[src/rtl/seg7_scan_driver_if.sv]
// ----------------------------------------------------------------------------
// seg7_scan_driver_if
// Bundles the display-code side and the pin side of the multiplexed
// 7-segment driver.
//   value      : 5*DIGITS digit codes, digit 0 in value[4:0]
//   load       : one-cycle strobe that captures value
//   lzs        : leading-zero suppression enable (level)
//   seg        : segments {a,b,c,d,e,f,g}
//   an         : one-hot digit enable
//   frame_done : one-cycle pulse when the scan wraps to digit 0
// master = producer of display codes / consumer of pins, slave = the driver.
// ----------------------------------------------------------------------------
interface seg7_scan_driver_if #(
  parameter int DIGITS = 4
);
  logic [5*DIGITS-1:0] value;
  logic                load;
  logic                lzs;
  logic [6:0]          seg;
  logic [DIGITS-1:0]   an;
  logic                frame_done;

  modport master (
    output value, load, lzs,
    input  seg, an, frame_done
  );

  modport slave (
    input  value, load, lzs,
    output seg, an, frame_done
  );
endinterface

[src/rtl/seg7_scan_driver.sv]
// ----------------------------------------------------------------------------
// seg7_scan_driver
// Time-multiplexed driver for DIGITS seven-segment digits sharing one segment
// bus. A prescaler holds each digit lit for CLK_DIV cycles; new display codes
// are double-buffered (pending -> shadow) and only swap in at the frame
// boundary, so a frame never mixes old and new digits.
// Ports:
//   clk   : system clock
//   rst_n : asynchronous, active-low reset
//   bus   : seg7_scan_driver_if slave (value/load/lzs in, seg/an/frame_done out)
// Parameters:
//   DIGITS     : digits scanned (2..8)
//   CLK_DIV    : cycles each digit stays lit (>=2)
//   ACTIVE_LOW : 1 inverts seg and an at the output register
// ----------------------------------------------------------------------------
module seg7_scan_driver #(
  parameter int DIGITS     = 4,
  parameter int CLK_DIV    = 1000,
  parameter int ACTIVE_LOW = 0
) (
  input  logic              clk,
  input  logic              rst_n,
  seg7_scan_driver_if.slave bus
);
  localparam int   CW  = $clog2(CLK_DIV);
  localparam int   IW  = $clog2(DIGITS);
  localparam int   VW  = 5 * DIGITS;
  localparam logic INV = (ACTIVE_LOW != 0);

  logic [CW-1:0]     cnt_q, cnt_d;
  logic [IW-1:0]     idx_q, idx_d;
  logic              lit_q, lit_d;
  logic [VW-1:0]     pending_q, pending_d;
  logic              pending_valid_q, pending_valid_d;
  logic [VW-1:0]     shadow_q, shadow_d;
  logic [6:0]        seg_q, seg_d;
  logic [DIGITS-1:0] an_q, an_d;
  logic              frame_done_q;

  logic tick, wrap;

  function automatic logic [6:0] decode(input logic [4:0] code);
    case (code)
      5'd0:    decode = 7'b1111110;
      5'd1:    decode = 7'b0110000;
      5'd2:    decode = 7'b1101101;
      5'd3:    decode = 7'b1111001;
      5'd4:    decode = 7'b0110011;
      5'd5:    decode = 7'b1011011;
      5'd6:    decode = 7'b1011111;
      5'd7:    decode = 7'b1110000;
      5'd8:    decode = 7'b1111111;
      5'd9:    decode = 7'b1111011;
      5'd10:   decode = 7'b1110111;
      5'd11:   decode = 7'b0011111;
      5'd12:   decode = 7'b1001110;
      5'd13:   decode = 7'b0111101;
      5'd14:   decode = 7'b1001111;
      5'd15:   decode = 7'b1000111;
      5'd16:   decode = 7'b0000001;
      default: decode = 7'b0000000;
    endcase
  endfunction

  // Scan and buffering next-state.
  always_comb begin
    tick = (cnt_q == CW'(CLK_DIV - 1));
    // Frame boundary: a tick that takes the scan from the last digit to 0.
    wrap = tick && lit_q && (idx_q == IW'(DIGITS - 1));
    cnt_d = tick ? '0 : cnt_q + 1'b1;
    // The very first tick lights digit 0 rather than advancing past it.
    lit_d = lit_q | tick;
    idx_d = idx_q;
    if (tick && lit_q) begin
      idx_d = wrap ? '0 : idx_q + 1'b1;
    end

    pending_d       = pending_q;
    pending_valid_d = pending_valid_q;
    shadow_d        = shadow_q;
    if (bus.load) begin
      pending_d       = bus.value;
      pending_valid_d = 1'b1;
    end
    if (wrap) begin
      // A load landing on the boundary bypasses pending.
      if (bus.load) begin
        shadow_d        = bus.value;
        pending_valid_d = 1'b0;
      end else if (pending_valid_q) begin
        shadow_d        = pending_q;
        pending_valid_d = 1'b0;
      end
    end
  end

  // Per-digit codes taken from the next shadow value so a fresh frame
  // displays fresh data from its very first digit.
  logic [4:0] code [DIGITS];
  generate
    for (genvar gi = 0; gi < DIGITS; gi++) begin : g_code
      assign code[gi] = shadow_d[5*gi +: 5];
    end
  endgenerate

  logic [DIGITS-1:0] lead_zero;
  logic              zero_run;
  logic              blank;

  always_comb begin
    // lead_zero[i] = codes of digits DIGITS-1..i are all zero.
    zero_run = 1'b1;
    for (int i = DIGITS - 1; i >= 0; i--) begin
      zero_run     = zero_run && (code[i] == 5'd0);
      lead_zero[i] = zero_run;
    end
    blank = bus.lzs && (idx_d != '0) && lead_zero[idx_d];

    seg_d = '0;
    an_d  = '0;
    if (lit_d) begin
      seg_d = blank ? 7'b0000000 : decode(code[idx_d]);
      an_d  = DIGITS'(1) << idx_d;
    end
    seg_d = seg_d ^ {7{INV}};
    an_d  = an_d ^ {DIGITS{INV}};
  end

  always_ff @(posedge clk or negedge rst_n) begin
    if (!rst_n) begin
      cnt_q           <= '0;
      idx_q           <= '0;
      lit_q           <= 1'b0;
      pending_q       <= '0;
      pending_valid_q <= 1'b0;
      shadow_q        <= '0;
      seg_q           <= {7{INV}};
      an_q            <= {DIGITS{INV}};
      frame_done_q    <= 1'b0;
    end else begin
      cnt_q           <= cnt_d;
      idx_q           <= idx_d;
      lit_q           <= lit_d;
      pending_q       <= pending_d;
      pending_valid_q <= pending_valid_d;
      shadow_q        <= shadow_d;
      seg_q           <= seg_d;
      an_q            <= an_d;
      frame_done_q    <= wrap;
    end
  end

  assign bus.seg        = seg_q;
  assign bus.an         = an_q;
  assign bus.frame_done = frame_done_q;

endmodule

[src/flat_wrapper.sv]
// flat-port wrapper written by rule: the top's interface ports become plain ports
module seg7_scan_driver_flat 
#(
  parameter int DIGITS     = 4,
  parameter int CLK_DIV    = 1000,
  parameter int ACTIVE_LOW = 0
)
  (clk, rst_n, bus_value, bus_load, bus_lzs, bus_seg, bus_an, bus_frame_done);
  seg7_scan_driver_if #(.DIGITS(DIGITS)) bus_i ();
  input  logic clk;
  input  logic rst_n;
  input wire logic [$bits(bus_i.value)-1:0] bus_value;
  input wire logic [$bits(bus_i.load)-1:0] bus_load;
  input wire logic [$bits(bus_i.lzs)-1:0] bus_lzs;
  output wire logic [$bits(bus_i.seg)-1:0] bus_seg;
  output wire logic [$bits(bus_i.an)-1:0] bus_an;
  output wire logic [$bits(bus_i.frame_done)-1:0] bus_frame_done;
  assign bus_i.value = bus_value;
  assign bus_i.load = bus_load;
  assign bus_i.lzs = bus_lzs;
  assign bus_seg = bus_i.seg;
  assign bus_an = bus_i.an;
  assign bus_frame_done = bus_i.frame_done;
  seg7_scan_driver #(.DIGITS(DIGITS), .CLK_DIV(CLK_DIV), .ACTIVE_LOW(ACTIVE_LOW)) u_core (.clk(clk), .rst_n(rst_n), .bus(bus_i));
endmodule
[config.mk]
export PLATFORM = sky130hd
export DESIGN_NAME = seg7_scan_driver_flat
export DESIGN_NICKNAME = d
export VERILOG_FILES = /design/src/rtl/seg7_scan_driver_if.sv /design/src/rtl/seg7_scan_driver.sv /design/src/flat_wrapper.sv
export SDC_FILE = /design/constraint.sdc
export NUM_CORES = 1
export LEC_CHECK = 0
export CAP_MARGIN = 5
export CORE_MARGIN = 3
export CORE_UTILIZATION = 55
export DETAILED_ROUTE_END_ITERATION = 8
export PLACE_DENSITY = 0.78
export SYNTH_ARGS = -nofsm -noshare
export SYNTH_HDL_FRONTEND = slang
export SYNTH_SLANG_ARGS = --single-unit
[constraint.sdc]
create_clock -name clk -period 3.4 [get_ports clk]
set_clock_uncertainty 0.15 [all_clocks]
set_input_delay 0.68 -clock clk [delete_from_list [all_inputs] [get_ports clk]]
set_output_delay 0.68 -clock clk [all_outputs]
set_load 0.01 [all_outputs]
# Yosys cells after proc, flatten, opt, wreduce, memory -nomap -nowiden
# Memories as Yosys holds them, arrays and structs flattened.
# Index checks and enable logic that the tools add are counted.
[totals]
reg_bits = 66
rom_bits = 224
input_bits = 24
out_inout_bits = 12
word_cells = 49
n_memories = 1
[mem_list]
columns = ["name", "depth", "width", "read_ports", "rd_clocked_by_memory_dff", "write_ports", "line", "rtl"]
rows = [
  ["(name not given)", 32, 7, 1, 0, 0, "seg7_scan_driver.sv:43", "case (code)"],
]
[classes]
add_sub_neg = 2
n_lt_le_gt_ge = 2
n_eq_ne = 2
shift = 1
muxes = 18
n_bitwise = 2
reduce_logical = 12
[ops]
columns = ["op", "n"]
rows = [
  ["20-bit two-way mux", 3],
  ["5-bit zero test", 4],
  ["7-bit two-way mux", 2],
  ["10-bit by 1-bit adder with 10-bit output (second input constant)", 1],
  ["5-bit binary-select mux with 2-bit select", 1],
  ["10-bit equality test (second input constant)", 1],
  ["10-bit two-way mux", 1],
  ["5-bit two-way mux", 2],
  ["1-bit logical AND", 7],
  ["1-bit two-way mux", 5],
  ["2-bit two-way mux", 2],
  ["4-bit two-way mux", 1],
  ["1-bit by 2-bit left shift with 4-bit output (first input constant)", 1],
  ["3-bit greater-or-equal comparator (second input constant)", 1],
  ["2-bit by 3-bit less-than comparator with 1-bit output (second input constant)", 1],
  ["2-bit inverter with 3-bit output", 1],
  ["2-bit by 1-bit adder with 2-bit output (second input constant)", 1],
  ["1-bit binary-select mux with 2-bit select", 1],
  ["2-bit equality test (second input constant)", 1],
  ["2-bit nonzero test", 1],
  ["1-bit OR", 1],
]

# Longest topological paths before layout
# Gate-level depths: netlist of run 1.
[logic_depth]
ltp_word = 13
depth_mapped = 14
depth_no_buf = 13

# Least setup slack after synthesis of run 1
# OpenSTA, ideal clock, no wires.
[synth_path]
kind = "input to register"
startpoint = "input bus_load"
endpoint = "register u_core.seg_q[3] (netlist: u_core.bus.seg[3])"
setup_ps = 72
t_arrival_ps = 2948
t_required_ps = 3178
slack_ps = 230
stages = 12
path_buffers = 2
path_cell_list = "buf_2 > buf_1 > mux2_2 > nor3_1 > o21ai_0 > o21ai_0 > mux2i_1 > inv_1 > ha_1 > inv_1 > mux4_2 > nor2_1"
[synth_via]
elab_chain_cells = 11
word_cells_on_any_way = 18
cone_classes = "mux (9); reduce/logical (8); memory (1)"
[synth_lines]
columns = ["item", "line", "rtl"]
rows = [
  ["from (decl)", "flat_wrapper.sv:13", "input wire logic [$bits(bus_i.load)-1:0] bus_load;"],
  ["20-bit two-way mux (*)", "seg7_scan_driver.sv:87", "if (bus.load) begin"],
  ["20-bit two-way mux (*)", "seg7_scan_driver.sv:85", "if (wrap) begin"],
  ["parallel branches: the longest is 7 deep, another holds memory 32 x 7 bit", "--", ""],
  ["7-bit two-way mux (*)", "seg7_scan_driver.sv:122", "seg_d = blank ? 7'b0000000 : decode(code[idx_d]);"],
  ["7-bit two-way mux (*)", "seg7_scan_driver.sv:121", "if (lit_d) begin"],
  ["via u_core.seg_d[3]", "seg7_scan_driver.sv:36", "logic [6:0] seg_q, seg_d;"],
  ["to (signal assigned)", "seg7_scan_driver.sv:137", "seg_q <= {7{INV}};"],
  ["to (signal assigned)", "seg7_scan_driver.sv:147", "seg_q <= seg_d;"],
  ["to (decl)", "seg7_scan_driver.sv:36", ""],
]
# Mark *: on every way through the listed nets, which the timed path passes. The select of a mux whose other input is x is not followed.
# A chain may end at the register's enable or synchronous reset.

# Worst setup path in the final report of run 1
[layout_path]
startpoint = "input bus_load"
endpoint = "register u_core.seg_q[2] (netlist: u_core.bus.seg[2])"
[layout_via]
word_cells_on_any_way = 18
cone_classes = "mux (9); reduce/logical (8); memory (1)"
[layout_rtl]
columns = ["item", "line", "rtl"]
rows = [
  ["20-bit two-way mux (*)", "seg7_scan_driver.sv:87", ""],
  ["20-bit two-way mux (*)", "seg7_scan_driver.sv:85", ""],
  ["via u_core.shadow_d[0]", "seg7_scan_driver.sv:35", "logic [VW-1:0] shadow_q, shadow_d;"],
  ["parallel branches: the longest is 5 deep, another holds memory 32 x 7 bit", "--", ""],
  ["7-bit two-way mux (*)", "seg7_scan_driver.sv:122", ""],
  ["7-bit two-way mux (*)", "seg7_scan_driver.sv:121", ""],
  ["via u_core.seg_d[2]", "seg7_scan_driver.sv:36", ""],
]
# Marked as above.

==> results.py, run 1 <==
metrics = {
    "power_and_ir_drop": {
        "p_comb_share_pct": 5.6,
        "clkPwrFrac_pct": 46.4,
        "vdd.ir_drop.worst_mv": 0.385,
        "p_sw_share_pct": 20.5,
        "p_int_mw": 1.35,
        "power.density_mw_per_mm2": 396,
        "total_power_mw": 1.70,
        "p_sw_mw": 0.348,
        "leakage_nw": 2.03,
        "pwr-share-seq_pct": 48.0,
    },
    "logic_synthesis": {
        "yosys.cell_count.top_type": "dfrtp_1",
        "synth_top_area_share_pct": 50.6,
        "ys_ff_latch": 66,
        "seq_area_frac_synth_pct": 50.6,
        "synth-main-ff-cell": "dfrtp_1",
        "ys_async_sr_fraction_pct": 100,
        "yosysWarningCount": 0,
        "syn-instance-count": 293,
        "syn_area_mm2": 0.00326,
        "synthTopCellsByArea": "dfrtp_1, mux2_2, ha_1, nor2_1, nor3_1",
        "yosys-top-cells-count": "dfrtp_1, mux2_2, nor2_1, nor3_1, nand2_1",
        "synth-edff-count": 0,
        "syn-mean-instance-area_um2": 11.1,
        "synth_cell_type_count": 60,
        "synth_nets": 325,
        "synth_top_area_cell": "dfrtp_1",
    },
    "final_layout": {
        "drive_above_1_share_pct": 29.2,
        "area_growth_pct": 31.4,
        "fin_area_mm2": 0.00429,
        "diodes": 0,
        "finish.net_count": 411,
    },
    "global_route": {
        "antenna_found_initial": 0,
        "grt_overflow_total": 0,
        "grt_use_total_pct": 22.8,
        "grt_pass1_wl_um": 12700,
        "first_global_vias": 2662,
        "grt_max_degree": 45,
    },
    "outcome": {
        "outcome": "complete, no violations",
    },
    "floorplan": {
        "die_x_um": 83.0,
        "core_area_mm2": 0.00561,
        "die-area_mm2": 0.00689,
        "num_rows": 27,
        "io_pins": 36,
        "start_util_pct": 58.2,
        "dieHeight_um": 83.0,
    },
    "timing": {
        "max_slew_margin_pct": 35.7,
        "period_share_pct": 94.5,
        "rsz0062_at_grt": "false",
        "fin_crit_ps": 3210,
        "timing.final.hold_violations": 0,
        "whs_ps": 342,
        "fmax_mhz": 311,
        "finalSetupViolCount": 0,
        "drv_slew": 0,
        "worst_slew_pin_slew_ps": 965,
    },
    "setup_path": {
        "cp_data_required_time_ps": 3520,
        "end_kind": "flip-flop",
        "cp_max_fo": 11,
        "worstPathArrival_ps": 3340,
        "rr_worst_depth": 13,
        "path_class": "input pin to flip-flop",
        "cp-start-kind": "input pin",
    },
    "placement": {
        "dpl.hpwl_um": 5430,
        "numPortBuffers": 35,
        "gp_congestion": 0.891,
        "dpl-instance-area_mm2": 0.00399,
    },
    "cts": {
        "cts_tree": "yes",
        "root_buffer": "clkbuf_8",
        "path_clk_slew_ps": 70,
        "cts_htree_levels": 3,
        "cts_buffers": 9,
        "clk_latency_ps": 340,
        "clockBufferDepth": 2,
        "clkSinkCount": 66,
    },
    "detailed_routing": {
        "finalWirelength_um": 7470,
        "viasPerCell": 5.62,
        "via_count": 2564,
        "drc": 0,
        "drtIter0Drc": 192,
        "drtPass1Iterations": 4,
        "wl_per_cell_um": 16.4,
        "antenna_left": 0,
    },
    "worst_hold_path": {
        "hold_class": "input pin to async pin",
    },
    "run": {
        "cap_violations": 0,
    },
}
## power by group through the flow
stage | Clock, mW | Combinational [mW] | Sequential (mW)
2_1_floorplan | 0 | 0.0382 | 0.828
3_3_place_gp | 0 | 0.0929 | 0.829
3_5_place_dp | 0 | 0.0954 | 0.831
4_1_cts | 0.806 | 0.0965 | 0.816
5_1_grt | 0.847 | 0.104 | 0.818
6_report | 0.788 | 0.0951 | 0.816
## cell type report
cell class | count | area (um^2)
fillers | 386 | 1320
clock inverters | 6 | 115
flip-flops and latches | 66 | 1650
clock buffers | 10 | 128
inverters | 12 | 50.0
repair buffers | 85 | 721
multi-input cells | 205 | 1530
well taps | 72 | 90.1
## layer usage
metal / up-vias / share of wire, % / global-route usage, %
li1: 1240 / - / -
met1: 1254 / 44 / 28.6
met2: 61 / 51 / 38.8
met3: 9 / 4.2 / 5.06
met4: 0 / 1.4 / 7.88
met5: - / 0 / 0
## cell families (layout without fill, tap and decap cells)
family | after synthesis | in the layout | share of synthesized area (%)
and+or+nand+nor | 93 | 93 | 15.6
DFF | 66 | 66 | 50.6
AOI/OAI and AO/OA | 59 | 59 | 12.2
muxes | 38 | 38 | 13.7
buffers and inverters | 22 | 113 | 2.95
adders and majority gates | 8 | 8 | 3.07
xor gates and xnor gates | 7 | 7 | 1.88
## registers in the layout (all words and copies together) (netlist names)
name,cells
u_core.pending_valid_q,1
u_core.lit_q,1
u_core.bus.an,4
u_core.shadow_q,20
u_core.cnt_q,10
u_core.bus.frame_done,1
u_core.bus.seg,7
u_core.idx_q,2
u_core.pending_q,20
## worst max-delay path, cell delays in order
cell and delay, ps:
clkdlybuf4s50_1 530, buf_4 220, mux2_2 360, mux2_4 280
o21ai_0 170, mux2i_1 120, buf_4 180, ha_1 240
nand3_1 100, a21boi_0 230, o221a_2 230
## repair_timing
action	CTS	global route
hold endpoints to repair	0	0
hold buffers	0	0
buffers inserted	0	4
resized for setup	0	5
setup endpoints to repair	0	7
## cells in the final DEF, fill, tap and decap left out, types with 9 or more instances in the layout
| cell | Yosys | routed |
|---|---|---|
| inv_1 | 10 | 10 |
| mux2_2 | 27 | 27 |
| nor3_1 | 16 | 14 |
| o21ai_0 | 12 | 12 |
| clkdlybuf4s50_1 | 0 | 34 |
| nand2_1 | 15 | 15 |
| buf_4 | 1 | 50 |
| a21oi_1 | 14 | 14 |
| dfrtp_1 | 66 | 66 |
| clkbuf_8 | 0 | 9 |
| nor2_1 | 25 | 24 |
## per-stage QoR
| step | setup WS (ps) | TNS, ps | utilization [%] | std cells |
|---|---|---|---|---|
| final | 186 | 0 | 76.4 | 456 |
| after global routing | 14.6 | 0 | 76.4 | 456 |
| after CTS | 100 | 0 | 75.5 | 452 |
| after detailed placement | -175 | -673 | 71.2 | 436 |
| after global placement | -117 | -435 | 71.2 | 436 |
| after floorplan | 230 | 0 | - | 293 |
## worst paths after layout
| kind | from | to | slack (ps) |
|---|---|---|---|
| max in group asynchronous | rst_n | u_core.bus.seg[5] | 1980 |
| min in group clk | u_core.shadow_q[0] | u_core.shadow_q[0] | 350 |
| min reg2reg | u_core.shadow_q[0] | u_core.shadow_q[0] | 350 |
| max reg2reg | u_core.cnt_q[1] | u_core.bus.seg[2] | 280 |
| min | rst_n | u_core.pending_q[12] | 340 |
| max | bus_load | u_core.bus.seg[2] | 190 |
No activity file was read; power rests on OpenSTA's default activity.
==> run 2, diff against run 1 <==
--- a/config.mk
+++ b/config.mk
@@ -8,6 +8,7 @@
 export CAP_MARGIN = 5
 export CORE_MARGIN = 3
 export CORE_UTILIZATION = 55
+export CTS_CLUSTER_SIZE = 28
 export DETAILED_ROUTE_END_ITERATION = 8
 export PLACE_DENSITY = 0.78
 export SYNTH_ARGS = -nofsm -noshare
==> results of run 2 <==
The final DEF is identical to that of run 1; final timing and power are the same.
==> run 3, diff against run 2 <==
--- a/config.mk
+++ b/config.mk
@@ -11,6 +11,7 @@
 export CTS_CLUSTER_SIZE = 28
 export DETAILED_ROUTE_END_ITERATION = 8
 export PLACE_DENSITY = 0.78
+export SLEW_MARGIN = 5
 export SYNTH_ARGS = -nofsm -noshare
 export SYNTH_HDL_FRONTEND = slang
 export SYNTH_SLANG_ARGS = --single-unit
==> results of run 3 <==
The final DEF is identical to that of run 1; final timing and power are the same.
